File: src/rtl/pulse_mon_pkg.sv
// Shared constants for the 1 ms tick path: FSM encoding and default tick timing.
package pulse_mon_pkg;

   localparam logic [1:0] ST_IDLE   = 2'd0;
   localparam logic [1:0] ST_ACQ    = 2'd1;
   localparam logic [1:0] ST_LOCKED = 2'd2;

   typedef logic [1:0] mon_state_t;

   // Shared with the tick generator so both sides agree on the nominal period.
   localparam int DEF_EXP_PERIOD = 1000;
   localparam int DEF_TOL        = 2;

endpackage

File: src/rtl/pulse_edge_det.sv
// Registers the tick input and produces a one-cycle strobe on its rising edge.
module pulse_edge_det (
   input  logic clk,
   input  logic rst,
   input  logic din,
   output logic rise
);

   logic pulse_q;

   always_ff @(posedge clk or posedge rst) begin
      if (rst) pulse_q <= 1'b0;
      else     pulse_q <= din;
   end

   assign rise = din & ~pulse_q;

endmodule

File: src/rtl/pulse_period_mon.sv
// Tick interval monitor: measures spacing between tick edges, checks it against a
// tolerance window, tracks lock and counts early/late errors.
module pulse_period_mon
   import pulse_mon_pkg::*;
#(
   parameter int EXP_PERIOD = DEF_EXP_PERIOD,
   parameter int TOL        = DEF_TOL,
   parameter int LOCK_COUNT = 4,
   parameter int CNT_W      = 11,
   parameter int ERR_W      = 8
) (
   input  logic             clk,
   input  logic             rst,
   input  logic             pulse_in,
   input  logic             clr_err,
   output logic             locked,
   output logic             period_valid,
   output logic [CNT_W-1:0] period,
   output logic             err_early,
   output logic             err_late,
   output logic [ERR_W-1:0] err_count
);

   localparam int GR_W = (LOCK_COUNT > 1) ? $clog2(LOCK_COUNT) : 1;
   localparam logic [CNT_W-1:0] WIN_LO = CNT_W'(EXP_PERIOD - TOL);
   localparam logic [CNT_W-1:0] WIN_HI = CNT_W'(EXP_PERIOD + TOL);
   localparam logic [CNT_W-1:0] TO_VAL = CNT_W'(EXP_PERIOD + TOL + 1);
   localparam logic [GR_W-1:0]  GR_LAST = GR_W'(LOCK_COUNT - 1);

   if (TOL >= EXP_PERIOD || EXP_PERIOD + TOL + 1 >= 2**CNT_W || LOCK_COUNT < 1) begin : g_param_err
      $error("pulse_period_mon: illegal parameter combination");
   end

   mon_state_t       state_q, state_d;
   logic [GR_W-1:0]  good_q, good_d;
   logic [CNT_W-1:0] cnt_q, cnt_d;
   logic [CNT_W-1:0] period_q, period_d;
   logic             pv_q, pv_d, early_q, early_d, late_q, late_d;
   logic [ERR_W-1:0] err_q, err_d;
   logic             ev, to, in_win, is_early;

   pulse_edge_det u_edge (
      .clk  (clk),
      .rst  (rst),
      .din  (pulse_in),
      .rise (ev)
   );

   assign to       = (state_q != ST_IDLE) && (cnt_q == TO_VAL);
   assign is_early = cnt_q < WIN_LO;
   assign in_win   = !is_early && (cnt_q <= WIN_HI);

   always_ff @(posedge clk or posedge rst) begin
      if (rst) begin
         state_q <= ST_IDLE;
         good_q  <= '0;
      end else begin
         state_q <= state_d;
         good_q  <= good_d;
      end
   end

   always_comb begin
      state_d = state_q;
      good_d  = good_q;
      case (state_q)
         ST_IDLE: begin
            if (ev) begin
               state_d = ST_ACQ;
               good_d  = '0;
            end
         end
         ST_ACQ, ST_LOCKED: begin
            // A tick landing exactly on the timeout is a late error plus a fresh reference.
            if (to) begin
               state_d = ev ? ST_ACQ : ST_IDLE;
               good_d  = '0;
            end else if (ev) begin
               if (!in_win) begin
                  state_d = ST_ACQ;
                  good_d  = '0;
               end else if (state_q == ST_ACQ) begin
                  if (good_q == GR_LAST) begin
                     state_d = ST_LOCKED;
                     good_d  = '0;
                  end else begin
                     good_d = good_q + 1'b1;
                  end
               end
            end
         end
         default: begin
            state_d = ST_IDLE;
            good_d  = '0;
         end
      endcase
   end

   always_comb begin
      cnt_d    = ev ? CNT_W'(1) : ((&cnt_q) ? cnt_q : cnt_q + 1'b1);
      pv_d     = ev && !to && (state_q != ST_IDLE);
      early_d  = pv_d && is_early;
      late_d   = to;
      period_d = pv_d ? cnt_q : period_q;
      err_d    = err_q;
      if (clr_err)                           err_d = '0;
      else if ((early_d || late_d) && !(&err_q)) err_d = err_q + 1'b1;
   end

   always_ff @(posedge clk or posedge rst) begin
      if (rst) begin
         cnt_q    <= '0;
         period_q <= '0;
         pv_q     <= 1'b0;
         early_q  <= 1'b0;
         late_q   <= 1'b0;
         err_q    <= '0;
      end else begin
         cnt_q    <= cnt_d;
         period_q <= period_d;
         pv_q     <= pv_d;
         early_q  <= early_d;
         late_q   <= late_d;
         err_q    <= err_d;
      end
   end

   assign locked       = (state_q == ST_LOCKED);
   assign period_valid = pv_q;
   assign period       = period_q;
   assign err_early    = early_q;
   assign err_late     = late_q;
   assign err_count    = err_q;

endmodule

File: config.mk
export PLATFORM = sky130hd
export DESIGN_NAME = pulse_period_mon
export DESIGN_NICKNAME = d
export VERILOG_FILES = /design/src/rtl/pulse_mon_pkg.sv /design/src/rtl/pulse_edge_det.sv /design/src/rtl/pulse_period_mon.sv
export SDC_FILE = /design/constraint.sdc
export NUM_CORES = 1
export LEC_CHECK = 0
export ABC_AREA = 1
export BUFFER_PORTS_ARGS = -buffer_cell sky130_fd_sc_hd__buf_2
export CORE_UTILIZATION = 59
export CTS_BUF_LIST = sky130_fd_sc_hd__clkbuf_8
export DETAILED_ROUTE_END_ITERATION = 8
export PLACE_DENSITY = 0.81
export SLEW_MARGIN = 20
export SYNTH_ARGS = -nofsm -noshare
export SYNTH_HDL_FRONTEND = slang
export SYNTH_HIERARCHICAL = 1
export SYNTH_SLANG_ARGS = --single-unit
File: constraint.sdc
create_clock -name clk -period 2.06 [get_ports clk]
set_input_delay 0.309 -clock clk [delete_from_list [all_inputs] [get_ports clk]]
set_output_delay 0.309 -clock clk [all_outputs]
set_load 0.02 [all_outputs]
# Yosys cells after proc, flatten, opt, wreduce, memory -nomap -nowiden
# Index checks and enable logic that the tools add are counted.
[totals]
reg_bits = 38
inputBits = 4
out_inout_bits = 23
elab_cells = 62
[op_classes]
n_addsub = 3
magnitude_cmp = 2
n_eq_ne = 9
mux = 19
bitwise = 2
n_reduce_logical = 18
[ops]
columns = ["operator", "count"]
rows = [
  ["2-bit 2-to-1 mux", 12],
  ["11-bit 2-to-1 mux", 2],
  ["8-bit 2-to-1 mux", 2],
  ["11-bit by 1-bit adder with 11-bit output (second input constant)", 1],
  ["11-bit by 10-bit == test with 1-bit output (second input constant)", 1],
  ["11-bit by 10-bit less-or-equal comparator with 1-bit output (second input constant)", 1],
  ["11-bit by 10-bit < comparator with 1-bit output (second input constant)", 1],
  ["11-bit AND reduction", 1],
  ["8-bit by 1-bit adder with 8-bit output (second input constant)", 1],
  ["4-bit != test (second input constant)", 2],
  ["2-bit one-hot mux with 2 select lines", 2],
  ["8-bit AND reduction", 1],
  ["1-bit logical AND", 6],
  ["2-bit == test (second input constant)", 2],
  ["2-bit != test (second input constant)", 2],
  ["4-bit AND reduction", 1],
  ["2-bit nonzero test", 2],
  ["1-bit logical NOT", 3],
  ["3-bit != test (second input constant)", 1],
  ["3-bit AND reduction", 1],
  ["2-bit by 1-bit adder with 2-bit output (second input constant)", 1],
  ["2-bit by 1-bit == test with 1-bit output (second input constant)", 1],
  ["2-bit logical NOT", 1],
  ["2-bit OR reduction", 1],
  ["other kinds (4)", 4],
]

# Logic depth before layout (Yosys ltp)
# Gate-level depths: netlist of the first run.
[logic_depth]
word_depth = 10
ltp_mapped = 12
ltp_nobuf = 12

# By module
# The synthesis of the first run kept the hierarchy.
[modules_own_cells]
columns = ["module", "instances", "cells_per_inst", "area_each_um2", "seq_area_each_um2"]
rows = [
  ["pulse_period_mon", 1, 244, 1960.6, 925.9],
  ["pulse_edge_det", 1, 4, 38.8, 25.0],
]

# Worst setup path after synthesis of the first run
# Ideal clock, no wire load.
[synth_timing]
path_type = "reg-to-reg"
from = "register err_q[0] (netlist: err_count[0])"
to = "register err_q[7] (netlist: err_count[7])"
setup_time_ps = 118
arrival_time_ps = 1560
required_time_ps = 1942
slack_ps = 382
stages_incl_launch_ff = 12
synth_period_minus_slack_ps = 1678
cell_sequence = "dfrtp_1 > ha_1 > nand2_1 > inv_1 > nand2_1 > nor2_1 > and3_1 > nand2_1 > nand2_4 > nand2_4 > nand2_1 > nand2_1"
[synth_via]
elab_chain_cells = 4
elab_cells_between_ends = 7
[synth_rtl]
columns = ["item", "line", "source"]
rows = [
  ["start: declaration", "pulse_period_mon.sv:39", "logic [ERR_W-1:0] err_q, err_d;"],
  ["start signal: assignment", "pulse_period_mon.sv:124", "err_q <= err_d;"],
  ["parallel branches: the longest is 4 deep, another holds 8-bit by 1-bit adder with 8-bit output", "n/a", ""],
]
# Several ways; the timed one is not identified. The select of a mux whose other input is x is not followed.
# A chain may end at the register's enable or synchronous reset.

# Worst setup path after layout of the first run
[layout_timing]
from = "register state_q[0]"
to = "register period_q[9] (netlist: period[9])"
[layout_via]
elab_chain_cells = 5
[layout_rtl]
columns = ["item", "line", "source"]
rows = [
  ["start: declaration", "pulse_period_mon.sv:34", "mon_state_t state_q, state_d;"],
  ["start signal: assignment", "pulse_period_mon.sv:58", "state_q <= state_d;"],
  ["2-bit nonzero test (*)", "pulse_period_mon.sv:49, pulse_period_mon.sv:101", ""],
  ["1-bit logical AND", "pulse_period_mon.sv:49", "assign to = (state_q != ST_IDLE) && (cnt_q == TO_VAL);"],
  ["1-bit logical NOT", "pulse_period_mon.sv:101", "pv_d = ev && !to && (state_q != ST_IDLE);"],
  ["1-bit logical AND", "pulse_period_mon.sv:101", ""],
  ["1-bit logical AND (*)", "pulse_period_mon.sv:101", ""],
  ["via pv_d", "pulse_period_mon.sv:38", "logic pv_q, pv_d, early_q, early_d, late_q, late_d;"],
  ["end signal: assignment", "pulse_period_mon.sv:120", "period_q <= period_d;"],
  ["end: declaration", "pulse_period_mon.sv:37", "logic [CNT_W-1:0] period_q, period_d;"],
]
# Mark *: on every way through the listed nets, which the timed path passes. The rest lies on a longest branch.

==> results by group, run 1 <==
Die
  • Die H: around 60 microns
  • Die Area: roughly 3600 sq um
  • # IOs: 27
  • Core Box Area: around 3100 sq um
  • Starting Density: 63.92%
  • Width of the die: 60.22 microns
  • Row Count: 20

Clocking
  • Sink Count: 38
  • Worst-Skew Late Latency: between 0.2 and 0.3 ns
  • CTS root buf: clkbuf_8
  • Post-cts sizing count: 0
  • CTS HTree Levels: 2
  • Worst-path clk slew: approximately 0.070 ns
  • CTS Buf Count: 5
  • CTS max path bufs: 2
  • CTS tree: yes

Critical path
  • Reg2reg path depth: 10
  • Setup CP Type: reg2reg
  • Crit path arrival time: 2.00 ns
  • CP endpoint kind: flop
  • Startpoint types: flop
  • Crit path required time: 2.25 ns
  • Crit Path Max Fanout: 19

Global route
  • Global-route wire length before repair: ~6400 microns
  • Initial antenna violation count: 0
  • Vias in the first global route: 1535
  • Total Routing Usage GR: approximately a quarter
  • GRT overflow: 0
  • Largest net degree at the start of global routing: 38

Layout
  • Most frequent cells in the layout: 66 x nand2_1, 38 x dfrtp_1, 27 x inv_1, 27 x nor2_1, 26 x buf_2
  • Inserted Diodes: 0
  • Area Overhead vs Synth: 14.71%
  • Final net count: 293
  • Ratio of cells with drive above 1 in the final layout: 20.14%
  • Leading cell type in the layout, fill and taps excluded: nand2_1

Timing
  • RSZ-0062 raised after global routing: false
  • Hold Violations, Final: 0
  • Clock Skews: between 0.007 and 0.008 ns
  • # setup viols final: 0
  • Slew @ Worst Pin: 0.4511 ns
  • Slew headroom: 69.93%
  • Fin crit share: 88.03%
  • Tmin final: 1.813 ns
  • Fmax achieved: 551.5 MHz
  • Min Hold Slack: around 0.14 ns
  • Slew Viols, Final: 0
  • Final TNS setup: 0 ns

Min path
  • Worst hold path type: in2reg
  • Hold path cells: 1

Synth
  • Post-synthesis average cell area: 8.062 sq um
  • Synth Area in Adders: between 4 and 5%
  • Synth Warn #: 6
  • Mux share of post-synthesis cell area: 0%
  • Net count after synthesis: 259
  • Sequential element share of the synthesized area: between 40% and 50%
  • Synth Area in Simple Gates: 32.10%
  • Synth Area in Compound Gates: roughly 6.9%
  • Post-synthesis xor/xnor area fraction: under 10%
  • Netlist Area Pre-Place: 1999 sq um
  • #FFs+latches synth: 38
  • Synth Instances: 248
  • Main combinational cell family by area after synthesis: simple AND/OR/NAND/NOR gates
  • Synth cell types: 27

Detailed routing
  • Via/cell ratio: between 5 and 6
  • Routed wl met3: 187 microns
  • DRT met1 WL: 1829 microns
  • Wire per inst: 11.53 microns
  • DR vias: 1691
  • DR top layer: met4
  • Met2 wire len: ~1700 microns
  • TritonRoute pass-1 iters: 4
  • Final ANT Viol Nets: 0
  • Drc violations: 0
  • WL final: 3769 microns
  • 1st-iter DRT viols: 74

Placement
  • # port buffers: 26
  • HPWL Detailed: 2860 microns
  • GP Congestion: slightly above 0.8

Outcome
  • Outcome: completed

Power
  • Power per cell area: ~900 nW/um^2
  • Total power: between 2000 and 2500 uW
  • Worst vdd ir: 0.5376 mV
  • Leak: 0.001243 uW

Flow run
  • Max_cap viols: 0
per-stage QoR:
stage	cell area [sq um]	utilization [%]	worst slack (ns)	std cells
floorplan	1999	-	0.3820	248
CTS	2293	73.32	0.2389	327
detailed placement	2188	69.96	0.2433	318
global placement	2188	69.96	0.3512	318
finish	2293	73.32	0.2466	327
global route	2293	73.32	0.02730	327
routing by layer:
layer	GRT usage, %	vias up
met1	32.96	779
met4	8.970	0
met3	7.143	7
met2	36.73	45
li1	-	860
met5	0	-
final timing paths:
check / from / endpoint / slack (ns)
max: state_q[0] / period[9] / 0.25
min: pulse_in / u_edge/pulse_q / 0.14
max reg2reg: state_q[0] / period[9] / 0.25
min reg2reg: period[5] / period[5] / 0.48
max in group asynchronous: rst / err_count[7] / 1.07
min in group asynchronous: rst / u_edge/pulse_q / 0.39
final cells by class:
type / count / area (sq um)
Timing Repair Buffer: 29 / 155.1
Clock inverter: 2 / 12.51
Multi-Input combinational cell: 177 / 920.9
Sequential cell: 38 / 950.9
Tap cell: 44 / 55.05
Inverter: 31 / 116.4
Fill cell: 245 / 834.6
Clock buffer: 6 / 82.58
Yosys cell counts:
cell | n | area, sq um
nor2_4 | 1 | 11.26
ha_1 | 7 | 87.58
xnor2_1 | 1 | 8.760
inv_1 | 27 | 101.4
clkinv_1 | 1 | 3.750
inv_2 | 3 | 11.26
clkbuf_1 | 1 | 3.750
nand4_2 | 1 | 12.51
nand2_2 | 6 | 37.54
nand3_2 | 5 | 50.05
a31oi_1 | 1 | 6.260
xor2_1 | 5 | 43.79
o31ai_1 | 1 | 7.510
nor3_1 | 3 | 15.01
dfrtp_1 | 38 | 950.9
nor3b_1 | 2 | 15.01
nor2_1 | 27 | 101.4
nand3_1 | 17 | 85.08
o21ai_1 | 3 | 15.01
and3_1 | 1 | 6.260
nand2_4 | 2 | 22.52
nand4_1 | 3 | 18.77
nand2_1 | 66 | 247.7
nor2_2 | 3 | 18.77
buf_4 | 1 | 7.510
a21oi_1 | 6 | 30.03
o21ai_0 | 16 | 80.08
power by group:
part           internal (uW)  switching [uW]  leakage [uW]
combinational            189             365      0.000685
clock                    269             258     0.0000472
sequential               851             103      0.000510
total                   1310             727       0.00124
logic make-up (layout without fill, tap and decap cells):
family                     count (synthesis)  in the layout
and+or+nand+nor                          137            137
DFF                                       38             38
buffers and inverters                     33             68
AOI/OAI and AO/OA                         27             27
adders and majority gates                  7              7
xor gates and xnor gates                   6              6
state kept, by name (all words and copies together) (netlist names):
register,cells
err_count,8
cnt_q,11
state_q,2
u_edge/pulse_q,1
good_q,2
err_late,1
err_early,1
period_valid,1
period,11
worst max-delay path, cell delays in order, from the launching register on:
cell and delay, ns:
dfrtp_1 0.37, inv_1 0.09, ha_1 0.21, inv_1 0.10
nand2_1 0.06, nor2_1 0.14, nand3_2 0.16, nand2_2 0.29
inv_1 0.15, nand2_1 0.08, nand2_1 0.05
timing repair:
action,4_1_cts,5_1_grt
endpoints found under the setup margin,0,0
setup buffers,0,0
hold buffers,1,0
endpoints found under the hold margin,1,0
(Power assumes the default switching activity.)
==> run 2, diff against run 1 <==
--- a/config.mk
+++ b/config.mk
@@ -10,9 +10,8 @@
 export CORE_UTILIZATION = 59
 export CTS_BUF_LIST = sky130_fd_sc_hd__clkbuf_8
 export DETAILED_ROUTE_END_ITERATION = 8
-export PLACE_DENSITY = 0.81
+export PLACE_DENSITY = 0.82
 export SLEW_MARGIN = 20
 export SYNTH_ARGS = -nofsm -noshare
 export SYNTH_HDL_FRONTEND = slang
-export SYNTH_HIERARCHICAL = 1
 export SYNTH_SLANG_ARGS = --single-unit
==> run 2 against run 1 <==
Worst setup slack got worse by 0.025 ns. Synthesized cell count down 2.4%. Non-clock buffer count rose by 1. Area after synthesis decreased by 1.4%. Power up 14%. Routed wire length grew 9.8%. Cell area increased by 0.49%. Combinational power is 9.5% higher. Die area fell by 1.3%. Largest cell class unchanged.
==> results by group, run 2 <==
Clocking
  • CTS Buf Count: 5
  • CTS tree: yes
  • Worst-Skew Late Latency: 0.30 ns
  • Worst-path clk slew: 0.08 ns
  • Post-cts sizing count: 0
  • CTS HTree Levels: 2
  • Post-CTS setup buffers: 0
  • Sink Count: 38
  • CTS root buf: clkbuf_8
  • Hold-fix buffers at CTS: 0
  • CTS max path bufs: 2

Detailed routing
  • DR vias: 1734
  • Drc violations: 0
  • TritonRoute pass-1 iters: 5
  • Final ANT Viol Nets: 0
  • WL final: 4140 microns
  • Via/cell ratio: roughly 5.4
  • 1st-iter DRT viols: 104
  • Wire per inst: around 13 microns

Synth
  • Synth cell types: 25
  • Most frequent cell after synthesis: nand2_1
  • Leading area contributor after synthesis: dfrtp_1
  • Primary FF master, synth: dfrtp_1
  • Synth top area cells: dfrtp_1 48%, nand2_1 13%, nor2_1 4.9%
  • Sequential element share of the synthesized area: 48.22%
  • #FFs+latches synth: 38
  • Synth Warn #: 0
  • Netlist Area Pre-Place: 1972 sq um
  • Post-synthesis average cell area: just over 8 sq um
  • Post-synth ARST share: 100.0%
  • Synth Instances: 242
  • Net count after synthesis: 253
  • Synth top cells by count: 69 x nand2_1, 38 x dfrtp_1, 26 x nor2_1, 24 x inv_1, 18 x o21ai_0
  • Top cell type's share of synthesized area: roughly half
  • Number of synthesized flops with an enable pin: 0

Layout
  • Fin util: between 70% and 80%
  • Area Overhead vs Synth: 16.88%
  • Leading cell type in the layout, fill and taps excluded: nand2_1
  • Most frequent cells in the layout: 69 x nand2_1, 38 x dfrtp_1, 26 x nor2_1, 26 x buf_2, 24 x inv_1
  • Inserted Diodes: 0
  • Ratio of cells with drive above 1 in the final layout: 18.48%
  • Final net count: 286

Critical path
  • R2r setup slk: 0.22 ns
  • Reg-to-reg endpoint: cnt_q[0]
  • Worst r2r src: cnt_q[0]
  • Crit path arrival time: approximately 2 ns
  • Crit Path Max Fanout: 11
  • Setup CP Type: reg2reg
  • CP endpoint: cnt_q[0]
  • CP endpoint kind: flop
  • Startpoint types: flop
  • Reg2reg path depth: 8
  • Crit path launch: cnt_q[0]
  • Crit path required time: ~2.2 ns

Timing
  • Slew @ Worst Pin: 0.4542 ns
  • Clock Skews: about 0.007 ns
  • Hold Violations, Final: 0
  • Fin crit share: between 80% and 90%
  • Slew Viols, Final: 0
  • # setup viols final: 0
  • Final TNS setup: 0 ns
  • Tmin final: around 1.8 ns
  • RSZ-0062 raised after global routing: false
  • Slew headroom: a little over two thirds
  • Fmax achieved: 543.9 MHz

Power
  • Leak: between 0.001 and 0.0015 uW
  • Power per cell area: 1009 nW/um^2
  • Switching part of the total power: 32.85%
  • Combinational share of power: 26.1%
  • Worst vdd ir: approximately 0.55 mV
  • Clock share of power: around a third
  • Sequential share of power: 40.2%
  • Int Power: 1561 uW
  • Net switching power: 763.8 uW

Placement
  • GP Congestion: between 0.8 and 0.9
  • # port buffers: 26
  • HPWL Detailed: 2905 microns

Die
  • Die Area: between 3000 and 4000 sq um
  • Die H: 59.81 microns
  • Core Box Area: 3103 sq um
  • Width of the die: 59.81 microns
  • # IOs: 27
  • Starting Density: 63.55%
  • Row Count: 20

Min path
  • Worst hold path type: in2async

Global route
  • Global-route wire length before repair: 7113 microns
  • Total Routing Usage GR: 27.18%
  • Vias in the first global route: between 1500 and 2000
  • Largest net degree at the start of global routing: 39
  • GRT overflow: 0
  • Initial antenna violation count: 0

Flow run
  • Max_cap viols: 0

Outcome
  • Outcome: completed
[run 2: area by class of cell]
cell class | count | area, sq um
clock inverter | 2 | 60.06
tap | 44 | 55.05
clock buffer | 6 | 82.58
fill | 253 | 798.3
inverter | 25 | 96.34
multi-input combinational | 175 | 899.6
timing repair buffer | 30 | 160.2
sequential | 38 | 950.9
[run 2: power by group through the flow]
| stage | Combinational [uW] | Clock [uW] | Sequential, uW |
|---|---|---|---|
| 2_1_floorplan | 368 | 0 | 1010 |
| 3_3_place_gp | 586 | 0 | 941 |
| 3_5_place_dp | 603 | 0 | 948 |
| 4_1_cts | 607 | 787 | 934 |
| 5_1_grt | 691 | 825 | 952 |
| 6_report | 608 | 783 | 935 |
[run 2: cells by family after synthesis]
kind of cell | count (synthesis) | share of synthesized area (%)
compound gates | 29 | 7.868
xor+xnor | 9 | 3.998
fa+ha+maj | 7 | 4.441
buf+inv | 29 | 6.155
flops | 38 | 48.22
simple gates | 130 | 29.32
[run 2: layer usage]
metal / wire [microns] / global-route usage [%]
met1: 1861 / 37.13
met2: 1943 / 41.59
met3: 262 / 4.978
met4: 72 / 13.29
met5: 0 / 0
[run 2: worst min-delay path by stage]
stage                     startpoint             end  cells past startpoint
after floorplan             pulse_in  u_edge.pulse_q                      0
after CTS                        rst       good_q[1]                      3
after global placement      pulse_in  u_edge.pulse_q                      1
final                            rst    err_count[0]                      3
after detailed placement    pulse_in  u_edge.pulse_q                      1
after global routing        pulse_in  u_edge.pulse_q                      1
[run 2: worst max-delay path, stage by stage, from the launching register on]
cell and delay [ns]:
dfrtp_1 0.40, ha_1 0.22, nand2_1 0.08, inv_1 0.08
nand3_1 0.13, nor2_2 0.17, nand4_1 0.37, o21ai_0 0.18
o21ai_1 0.08
[run 2: per-stage QoR]
step	hold WS [ns]	std cells	power [uW]	instance area, sq um	worst slack, ns
after floorplan	0.3404	242	1377	1972	0.5015
after global placement	0.4314	312	1527	2162	0.3309
after detailed placement	0.4317	312	1551	2162	0.2864
after CTS	0.1221	320	2328	2305	0.2396
after global routing	0.1133	320	2468	2305	0.009034
final	0.1026	320	2325	2305	0.2214
==> run 3, diff against run 2 <==
--- a/config.mk
+++ b/config.mk
@@ -7,6 +7,7 @@
 export LEC_CHECK = 0
 export ABC_AREA = 1
 export BUFFER_PORTS_ARGS = -buffer_cell sky130_fd_sc_hd__buf_2
+export CORE_ASPECT_RATIO = 1.5
 export CORE_UTILIZATION = 59
 export CTS_BUF_LIST = sky130_fd_sc_hd__clkbuf_8
 export DETAILED_ROUTE_END_ITERATION = 8
==> run 3 against run 2 <==
Clock skew grew 0.0053 ns. Sequential power is essentially flat. Highest routed layer unchanged. Power is essentially flat. First-iteration DRC count shrank 52%. Count of clock-buffer cells in the layout is the same. Core utilization shrank 1.7 points. Cell area shrank 0.54%. Clock power grew 0.8%.
==> results by group, run 3 (synthesis results as in run 2) <==
Outcome
  • Outcome: completed

Critical path
  • Crit Path Max Fanout: 21
  • Crit-path cells: inv_1 > ha_1 > inv_1 > nand2_1 > nor2_1 > nand3_1 > nand3_1 > buf_4 > inv_1 > nand2_1 > nand2_1
  • CP top delay family: simple AND/OR/NAND/NOR gates
  • Critical Path Stages: 11
  • R2r setup slk: about 0.22 ns
  • Setup CP Type: reg2reg
  • CP endpoint kind: flop
  • Reg2reg path depth: 11
  • Slowest Stage Delay on Critical Path: roughly 0.42 ns
  • Crit path arrival time: 2.03 ns
  • Reg-to-reg endpoint: period[6]
  • Startpoint types: flop
  • Crit path required time: 2.25 ns
  • CP endpoint: period[6]
  • CP bufs+invs: 4
  • Crit path launch: state_q[1]
  • Worst r2r src: state_q[1]
  • Slowest CP cell: dfrtp_1

Detailed routing
  • Wire per inst: approximately 13 microns
  • Final ANT Viol Nets: 0
  • WL final: 4229 microns
  • Via/cell ratio: 5.394
  • 1st-iter DRT viols: 50
  • Drc violations: 0
  • TritonRoute pass-1 iters: 4
  • DR vias: around 1700

Timing
  • Fin crit share: between 80% and 90%
  • Hold Violations, Final: 0
  • RSZ-0062 raised after global routing: false
  • Fmax achieved: 544.6 MHz
  • Final TNS setup: 0 ns
  • Clock Skews: 0.01239 ns
  • Slew @ Worst Pin: 0.4830 ns
  • Slew headroom: 67.80%
  • Tmin final: roughly 1.8 ns
  • # setup viols final: 0
  • Slew Viols, Final: 0

Layout
  • Final net count: 285
  • Fillers: 257
  • Footprint of the multi-input gates: 899.6 sq um
  • Ratio of cells with drive above 1 in the final layout: 18.18%
  • Inserted Diodes: 0
  • Finished Cell Area: about 2300 sq um
  • Leading cell type in the layout, fill and taps excluded: nand2_1
  • Fin util: approximately 73%
  • Area Overhead vs Synth: 16.24%
  • Most frequent cells in the layout: 69 x nand2_1, 38 x dfrtp_1, 26 x nor2_1, 26 x buf_2, 24 x inv_1
  • Reg area: 950.9 sq um

Placement
  • HPWL Detailed: 2944 microns
  • Post-Place Cell Area: 2150 sq um
  • GP Congestion: ~0.9
  • # port buffers: 26

Global route
  • Initial antenna violation count: 0
  • Total Routing Usage GR: 25.69%
  • Global-route wire length before repair: approximately 7000 microns
  • GRT overflow: 0
  • Vias in the first global route: 1587
  • Largest net degree at the start of global routing: 39

Clocking
  • Worst-path clk slew: roughly 0.070 ns
  • CTS Buf Count: 5
  • Post-CTS setup buffers: 0
  • CTS root buf: clkbuf_8
  • Sink Count: 38
  • Post-cts sizing count: 0
  • Worst-Skew Late Latency: 0.31 ns
  • Hold-fix buffers at CTS: 0
  • CTS HTree Levels: 2
  • CTS tree: yes
  • CTS max path bufs: 2

Die
  • # IOs: 27
  • Core Box Area: 3159 sq um
  • Die H: 72.81 microns
  • Row Count: 25
  • Die Area: 3582 sq um
  • Starting Density: 62.42%
  • Width of the die: approximately 50 microns

Power
  • Power per cell area: 1015 nW/um^2
  • Worst vdd ir: 1.093 mV
  • Leak: 0.001260 uW
  • Total power: roughly 2300 uW

Min path
  • Worst hold path type: in2async

Flow run
  • Max_cap viols: 0
run 3: worst min-delay path by stage:
stage / from / slack (ns) / end
final: rst / 0.11 / period[7]
after global routing: pulse_in / 0.14 / u_edge.pulse_q
after CTS: rst / 0.12 / err_count[2]
after detailed placement: rst / 0.44 / period[5]
after global placement: pulse_in / 0.43 / u_edge.pulse_q
after floorplan: pulse_in / 0.34 / u_edge.pulse_q
run 3: worst reg2reg max path, cell delays in order, from the launching register on:
cell,delay [ns]
dfrtp_1,0.42
inv_1,0.07
ha_1,0.17
inv_1,0.15
nand2_1,0.07
nor2_1,0.09
nand3_1,0.18
nand3_1,0.12
buf_4,0.23
inv_1,0.12
nand2_1,0.08
nand2_1,0.05
run 3: metrics by stage:
stage          setup slack (ns)  cells  hold slack [ns]
2_1_floorplan            0.5015    242           0.3404
3_3_place_gp             0.3143    307           0.4300
3_5_place_dp             0.2539    307           0.4409
4_1_cts                  0.2333    315           0.1174
5_1_grt                 0.01619    315           0.1367
6_report                 0.2239    315           0.1055
run 3: area by class of cell:
cell class / count / area share [%]
clock buffer: 6 / 3.603
clock inverter: 2 / 2.620
inverter: 25 / 4.203
multi-input combinational: 175 / 39.25
sequential: 38 / 41.48
tap: 40 / 2.183
timing repair buffer: 29 / 6.659
run 3: per-layer routing:
layer,vias to the layer above,share of wire (%),GRT usage (%)
li1,836,-,-
met1,794,39,26.20
met2,58,54,49.01
met3,11,4.7,5.833
met4,0,2.2,11.11
met5,-,0,0
run 3: where the power goes:
part | internal (uW) | switching [uW] | leakage, uW
combinational | 189 | 410 | 0.000677
sequential | 851 | 87.1 | 0.000511
clock | 516 | 273 | 0.0000714
total | 1560 | 770 | 0.00126
